## src/rtl/seven_seg_pkg.sv

```systemverilog
// Types and constants shared by the seven-segment update controller and display.
package seven_seg_pkg;

  localparam int DIGIT_W = 4;

  typedef enum logic [2:0] {
    ST_IDLE,
    ST_SCAN,
    ST_SETUP,
    ST_STROBE,
    ST_DONE
  } upd_state_e;

endpackage

```

## src/rtl/seven_seg_update_ctrl_rr_arbiter2.sv

```systemverilog
// Two-way round-robin arbiter. The pointer says who wins a tie and only
// moves when the controller finishes an update.
module rr_arbiter2 (
  input  logic clk,
  input  logic reset,
  input  logic req_a_i,
  input  logic req_b_i,
  input  logic advance_i,
  input  logic served_b_i,
  output logic gnt_a_o,
  output logic gnt_b_o
);

  logic ptr_b_q;

  // Pointer register: after an update, favour the requester that was not served.
  always_ff @(posedge clk or negedge reset) begin
    if (!reset) begin
      ptr_b_q <= 1'b0;
    end else if (advance_i) begin
      ptr_b_q <= ~served_b_i;
    end
  end

  // A sole requester always wins; on a tie the pointer decides.
  always_comb begin
    gnt_a_o = req_a_i & (~req_b_i | ~ptr_b_q);
    gnt_b_o = req_b_i & (~req_a_i |  ptr_b_q);
  end

endmodule

```

## src/rtl/seven_seg_update_ctrl.sv

```systemverilog
// Update controller for the seq_seven_seg display: grants one of two
// requesters and writes its masked digits one at a time.
//
// state     | meaning
// ----------+-----------------------------------------------------------
// ST_IDLE   | waiting for a request; ready is offered to the granted side
// ST_SCAN   | inspect mask[idx]; skip the digit or load num/sel
// ST_SETUP  | hold num/sel stable for HOLD_CYCLES before the strobe
// ST_STROBE | write is high for exactly this one cycle
// ST_DONE   | done pulse, arbiter pointer moves, back to idle
module seven_seg_update_ctrl
  import seven_seg_pkg::*;
#(
  parameter int DIGITS      = 8,
  parameter int HOLD_CYCLES = 1,
  localparam int SEL_W = $clog2(DIGITS),
  localparam int VAL_W = DIGIT_W * DIGITS
) (
  input  logic               clk,
  input  logic               reset,
  input  logic               a_valid,
  input  logic [VAL_W-1:0]   a_value,
  input  logic [DIGITS-1:0]  a_mask,
  output logic               a_ready,
  input  logic               b_valid,
  input  logic [VAL_W-1:0]   b_value,
  input  logic [DIGITS-1:0]  b_mask,
  output logic               b_ready,
  output logic               write,
  output logic [DIGIT_W-1:0] num,
  output logic [SEL_W-1:0]   sel,
  output logic               busy,
  output logic               done
);

  localparam int HOLD_W = (HOLD_CYCLES > 1) ? $clog2(HOLD_CYCLES) : 1;
  localparam logic [HOLD_W-1:0] HOLD_LOAD = HOLD_W'(HOLD_CYCLES - 1);
  localparam logic [SEL_W-1:0]  LAST_IDX  = SEL_W'(DIGITS - 1);

  upd_state_e                       state_q, state_d;
  logic [DIGITS-1:0][DIGIT_W-1:0]   value_q, value_d;
  logic [DIGITS-1:0]                mask_q, mask_d;
  logic                             served_b_q, served_b_d;
  logic [SEL_W-1:0]                 idx_q, idx_d;
  logic [HOLD_W-1:0]                hold_q, hold_d;
  logic [DIGIT_W-1:0]               num_q, num_d;
  logic [SEL_W-1:0]                 sel_q, sel_d;
  logic                             write_q, write_d;
  logic                             done_q, done_d;
  logic                             gnt_a, gnt_b;
  logic                             advance;
  logic                             last_idx;

  rr_arbiter2 u_arb (
    .clk        (clk),
    .reset      (reset),
    .req_a_i    (a_valid),
    .req_b_i    (b_valid),
    .advance_i  (advance),
    .served_b_i (served_b_q),
    .gnt_a_o    (gnt_a),
    .gnt_b_o    (gnt_b)
  );

  assign last_idx = (idx_q == LAST_IDX);

  // State, datapath and output registers; reset aborts any update in flight.
  always_ff @(posedge clk or negedge reset) begin
    if (!reset) begin
      state_q    <= ST_IDLE;
      value_q    <= '0;
      mask_q     <= '0;
      served_b_q <= 1'b0;
      idx_q      <= '0;
      hold_q     <= '0;
      num_q      <= '0;
      sel_q      <= '0;
      write_q    <= 1'b0;
      done_q     <= 1'b0;
    end else begin
      state_q    <= state_d;
      value_q    <= value_d;
      mask_q     <= mask_d;
      served_b_q <= served_b_d;
      idx_q      <= idx_d;
      hold_q     <= hold_d;
      num_q      <= num_d;
      sel_q      <= sel_d;
      write_q    <= write_d;
      done_q     <= done_d;
    end
  end

  // Next-state and datapath updates for the digit sequencer.
  always_comb begin
    state_d    = state_q;
    value_d    = value_q;
    mask_d     = mask_q;
    served_b_d = served_b_q;
    idx_d      = idx_q;
    hold_d     = hold_q;
    num_d      = num_q;
    sel_d      = sel_q;
    advance    = 1'b0;
    unique case (state_q)
      ST_IDLE: begin
        if (gnt_a || gnt_b) begin
          value_d    = gnt_b ? b_value : a_value;
          mask_d     = gnt_b ? b_mask  : a_mask;
          served_b_d = gnt_b;
          idx_d      = '0;
          state_d    = (mask_d == '0) ? ST_DONE : ST_SCAN;
        end
      end
      ST_SCAN: begin
        if (mask_q[idx_q]) begin
          num_d   = value_q[idx_q];
          sel_d   = idx_q;
          hold_d  = HOLD_LOAD;
          state_d = ST_SETUP;
        end else if (last_idx) begin
          state_d = ST_DONE;
        end else begin
          idx_d = idx_q + 1'b1;
        end
      end
      ST_SETUP: begin
        if (hold_q == '0) begin
          state_d = ST_STROBE;
        end else begin
          hold_d = hold_q - 1'b1;
        end
      end
      ST_STROBE: begin
        if (last_idx) begin
          state_d = ST_DONE;
        end else begin
          idx_d   = idx_q + 1'b1;
          state_d = ST_SCAN;
        end
      end
      ST_DONE: begin
        advance = 1'b1;
        state_d = ST_IDLE;
      end
      default: state_d = ST_IDLE;
    endcase
  end

  // Strobe and done are registered so they line up exactly with their states.
  always_comb begin
    write_d = (state_d == ST_STROBE);
    done_d  = (state_d == ST_DONE);
  end

  assign a_ready = (state_q == ST_IDLE) && gnt_a;
  assign b_ready = (state_q == ST_IDLE) && gnt_b;
  assign busy    = (state_q != ST_IDLE);
  assign write   = write_q;
  assign num     = num_q;
  assign sel     = sel_q;
  assign done    = done_q;

endmodule

```

## config.mk

```make
export PLATFORM = sky130hd
export DESIGN_NAME = seven_seg_update_ctrl
export DESIGN_NICKNAME = d
export VERILOG_FILES = /design/src/rtl/seven_seg_pkg.sv /design/src/rtl/seven_seg_update_ctrl_rr_arbiter2.sv /design/src/rtl/seven_seg_update_ctrl.sv
export SDC_FILE = /design/constraint.sdc
export NUM_CORES = 1
export LEC_CHECK = 0
export ABC_AREA = 1
export CORE_ASPECT_RATIO = 0.9
export CORE_UTILIZATION = 43
export DETAILED_ROUTE_END_ITERATION = 16
export PLACE_DENSITY = 0.77
export SETUP_SLACK_MARGIN = 0.5
export SYNTH_ARGS = -nofsm -noshare
export SYNTH_HDL_FRONTEND = slang
export SYNTH_SLANG_ARGS = --single-unit
```

## constraint.sdc

```tcl
create_clock -name clk -period 1.39 [get_ports clk]
set_input_delay 0.139 -clock clk [delete_from_list [all_inputs] [get_ports clk]]
set_output_delay 0.139 -clock clk [all_outputs]
set_load 0.02 [all_outputs]
```

==> impl_metrics.yaml <==
clock_tree:
  tritoncts: "done"
  cts_root_buffer: "sky130_fd_sc_hd__clkbuf_8"
  cts.clk_slew.worst_paths_ps: 70
  cts.path.max_buffers: 2
  clock-sinks: 57
  clock_insertion_delay_worst_skew_ps: 340
  cts-buffers-inserted: 9
  total_number_of_h_tree_levels: 3
finish:
  sequential_cell_area_in_the_final_layout_sq_um: 1430
  drive_gt1_share_pct: 41.0
  multiInputGateArea_sq_um: 2100
  layout-area-overhead-vs-synth_pct: 82.2
  finish.cell_count_without_fillers: 676
  finish.net_count: 665
  num_antenna_cells: 0
  filler_cell_count: 386
logic_synthesis:
  synth_nets: 512
  synth_simple_gate_area_share_pct: 29.4
  synth-seq-cells: 57
  synth.lib_cells_used.distinct: 24
  yosys.area_share.adder_pct: 0.792
  synth_area_per_cell_sq_um: 7.42
  yosys_top_cell_area_share_pct: 45.1
  synth_top_cells_by_area: "sky130_fd_sc_hd__dfrtp_1 45%, sky130_fd_sc_hd__nand2_1 15%, sky130_fd_sc_hd__nor2_1 11%"
  synth_enable_flop_cells: 0
  synth_area_sq_um: 3160
  synth_compound_gate_area_share_pct: 14.9
  synth_sequential_area_ratio_pct: 45.1
  netlist_instances: 426
  synth_top_family_by_area: "simple AND/OR/NAND/NOR gates"
  most_used_flip_flop_cell_after_synthesis: "sky130_fd_sc_hd__dfrtp_1"
  synth_most_common_cell: "sky130_fd_sc_hd__nand2_1"
  synth.cells.most_frequent: "127 x sky130_fd_sc_hd__nand2_1, 91 x sky130_fd_sc_hd__nor2_1, 57 x sky130_fd_sc_hd__dfrtp_1, 36 x sky130_fd_sc_hd__inv_1, 31 x sky130_fd_sc_hd__o31ai_1"
  yosys_warnings: 0
  synth.largest_area_cell: "sky130_fd_sc_hd__dfrtp_1"
  synthXorXnorAreaFrac_pct: 0
  synth-async-reset-ratio_pct: 100
  mux_share_of_post_synthesis_cell_area_pct: 0
routing:
  drt_iter0_drc: 327
  detailroute.via_count: 3941
  routed_wirelength_microns: 13300
  vias_per_cell: 5.83
  drt-pass1-iter-count: 5
  drc_violations_left: 0
  drt.antenna.violating_nets: 0
  average_routed_wire_per_standard_cell_microns: 19.7
sta:
  skew_ps: 6.34
  grt_setup_unrepaired: "yes"
  fin_ws_ps: -260
  fin_crit_sh_pct: 119
  final-setup-viol-count: 55
  timing.slew.headroom_pct: 78.2
  fmax_mhz: 606
  worst_slew_pin_slew_ps: 327
  final_max_slew_viol_count: 0
  final.hold.worst_slack_ps: 254
  setup_total_negative_slack_ps: -9010
  final_hold_fails: 0
  min_period_ps: 1650
power:
  power.combinational.fraction_pct: 60.1
  p_per_area_nw_per_um2: 2060
  p_seq_share_pct: 26.4
  switching_share_pct: 44.7
  pwr-share-clk_pct: 13.4
  intPower_mw: 6.55
  leakage_nw: 2.68
  p_total_mw: 11.8
  net-switching-power_mw: 5.29
  worst_ir_drop_vdd_uv: 1110
grt:
  number_of_antenna_violations_at_the_first_check_in_global_routing: 0
  grt-ovfl-total: 0
  grt_pass1_vias: 3509
  globalRouteTotalUtil_pct: 26.4
  grt_max_degree: 26
  wire_length_of_the_first_global_routing_pass_microns: 15800
critical_path:
  endpoint_kind: "flop"
  crit_type: "reg2reg"
  crit_fanout: 6
  timing.critical_path.arrival_ps: 1890
  timing.critical_path.from_type: "flop"
  worst-endpoint-required_ps: 1630
floorplanning:
  num_ports: 96
  coreArea_sq_um: 7080
  start_util_pct: 44.7
  die_w_microns: 92.4
  rows: 29
  die_height_microns: 83.3
  die_area_sq_um: 7690
job:
  timing.max_cap.violations: 0
placement:
  dpl_hpwl_microns: 6400
  dp_worst_setup_slack_ps: -329
  gp_congestion: 0.821
  placedCellCount: 634
  portBuffers: 95
status:
  outcome: "finished with violations"
  failed_checks: "setup timing"
worst_hold_path:
  worst_hold_path_type: "in2async"
[metal layers]
metal | track usage [%] | wire [microns] | up-vias | share of wire (%)
met3 | 5.59 | 985 | 76 | 7.4
met2 | 48.8 | 6770 | 274 | 51
li1 | - | - | 1678 | -
met1 | 29.5 | 4810 | 1913 | 36
met5 | 0 | 0 | - | 0
met4 | 9.38 | 719 | 0 | 5.4
[per-stage QoR]
stage | area [sq um] | utilization, %
floorplan | 3240 | -
global placement | 4530 | 64.1
detailed placement | 4530 | 64.1
CTS | 5290 | 74.8
global route | 5760 | 81.3
finish | 5760 | 81.3
[worst max-delay path, cell delays in order (launching register included)]
cell and delay (ps):
sky130_fd_sc_hd__dfrtp_1 400, sky130_fd_sc_hd__nor3_2 260, sky130_fd_sc_hd__buf_4 160, sky130_fd_sc_hd__buf_6 90, sky130_fd_sc_hd__o21ai_4 70, sky130_fd_sc_hd__buf_4 160
sky130_fd_sc_hd__clkbuf_16 170, sky130_fd_sc_hd__o31ai_2 230
[worst paths after layout]
check | start | to | slack (ps) | cells after the start
hold reg to reg | served_b_q | u_arb.ptr_b_q | 480 | 1
hold / removal | reset | value_q[20] | 250 | 2
setup / recovery | state_q[2] | value_q[15] | -260 | 7
min in group clk | b_value[25] | value_q[25] | 430 | 3
max in group asynchronous | reset | served_b_q | 700 | 3
setup reg to reg | state_q[2] | value_q[15] | -260 | 7
[state kept, by name, summed over array words and instances (netlist names)]
| name | cells |
|---|---|
| value_q | 32 |
| mask_q | 8 |
| num | 4 |
| idx_q | 3 |
| sel | 3 |
| state_q | 3 |
| done | 1 |
| served_b_q | 1 |
| u_arb.ptr_b_q | 1 |
| write | 1 |
[placed cells by master (no fill, tap or decap), types with 11 or more instances in the layout]
cell type and n:
sky130_fd_sc_hd__nor2_1 73, sky130_fd_sc_hd__buf_6 25, sky130_fd_sc_hd__o31ai_4 11, sky130_fd_sc_hd__nor2_2 12
sky130_fd_sc_hd__dfrtp_1 56, sky130_fd_sc_hd__o21ai_1 13, sky130_fd_sc_hd__clkbuf_8 11, sky130_fd_sc_hd__nand2_4 11
sky130_fd_sc_hd__nand2_2 49, sky130_fd_sc_hd__inv_1 31, sky130_fd_sc_hd__buf_4 37, sky130_fd_sc_hd__nand2_1 70
sky130_fd_sc_hd__o31ai_2 20, sky130_fd_sc_hd__clkdlybuf4s50_1 82
[layout make-up]
| cell class | instances | share of cell area, % |
|---|---|---|
| clock inverter | 3 | 0.696 |
| clock buffer | 12 | 2.70 |
| multi-input combinational | 309 | 36.4 |
| inverter | 37 | 2.63 |
| tap | 93 | 2.02 |
| timing repair buffer | 165 | 30.7 |
| sequential | 57 | 24.8 |
[power by group through the flow]
stage                     Sequential (mW)  Clock [mW]  Combinational [mW]
after floorplan                      2.87           0                2.76
after global placement               2.85           0                4.23
after detailed placement             2.89           0                4.35
after CTS                            2.95        1.54                5.85
after global routing                 3.17        1.64                7.47
final                                3.13        1.59                7.12
[repair_timing]
item / CTS / global route
pin swaps: 21 / 30
setup endpoints to repair: 68 / 90
hold endpoints to repair: 18 / 0
setup buffers: 8 / 9
gates cloned: 4 / 5
resized for setup: 180 / 86
hold buffers: 1 / 0
[logic make-up (layout without fill, tap and decap cells)]
| kind of cell | Yosys count | in the layout |
|---|---|---|
| AND/OR/NAND/NOR | 233 | 234 |
| flip-flops | 57 | 57 |
| AO/OA/AOI/OAI | 73 | 73 |
| buffers and inverters | 61 | 217 |
| adder cells (fa/ha/maj) | 2 | 2 |
(Power assumes the default switching activity.)
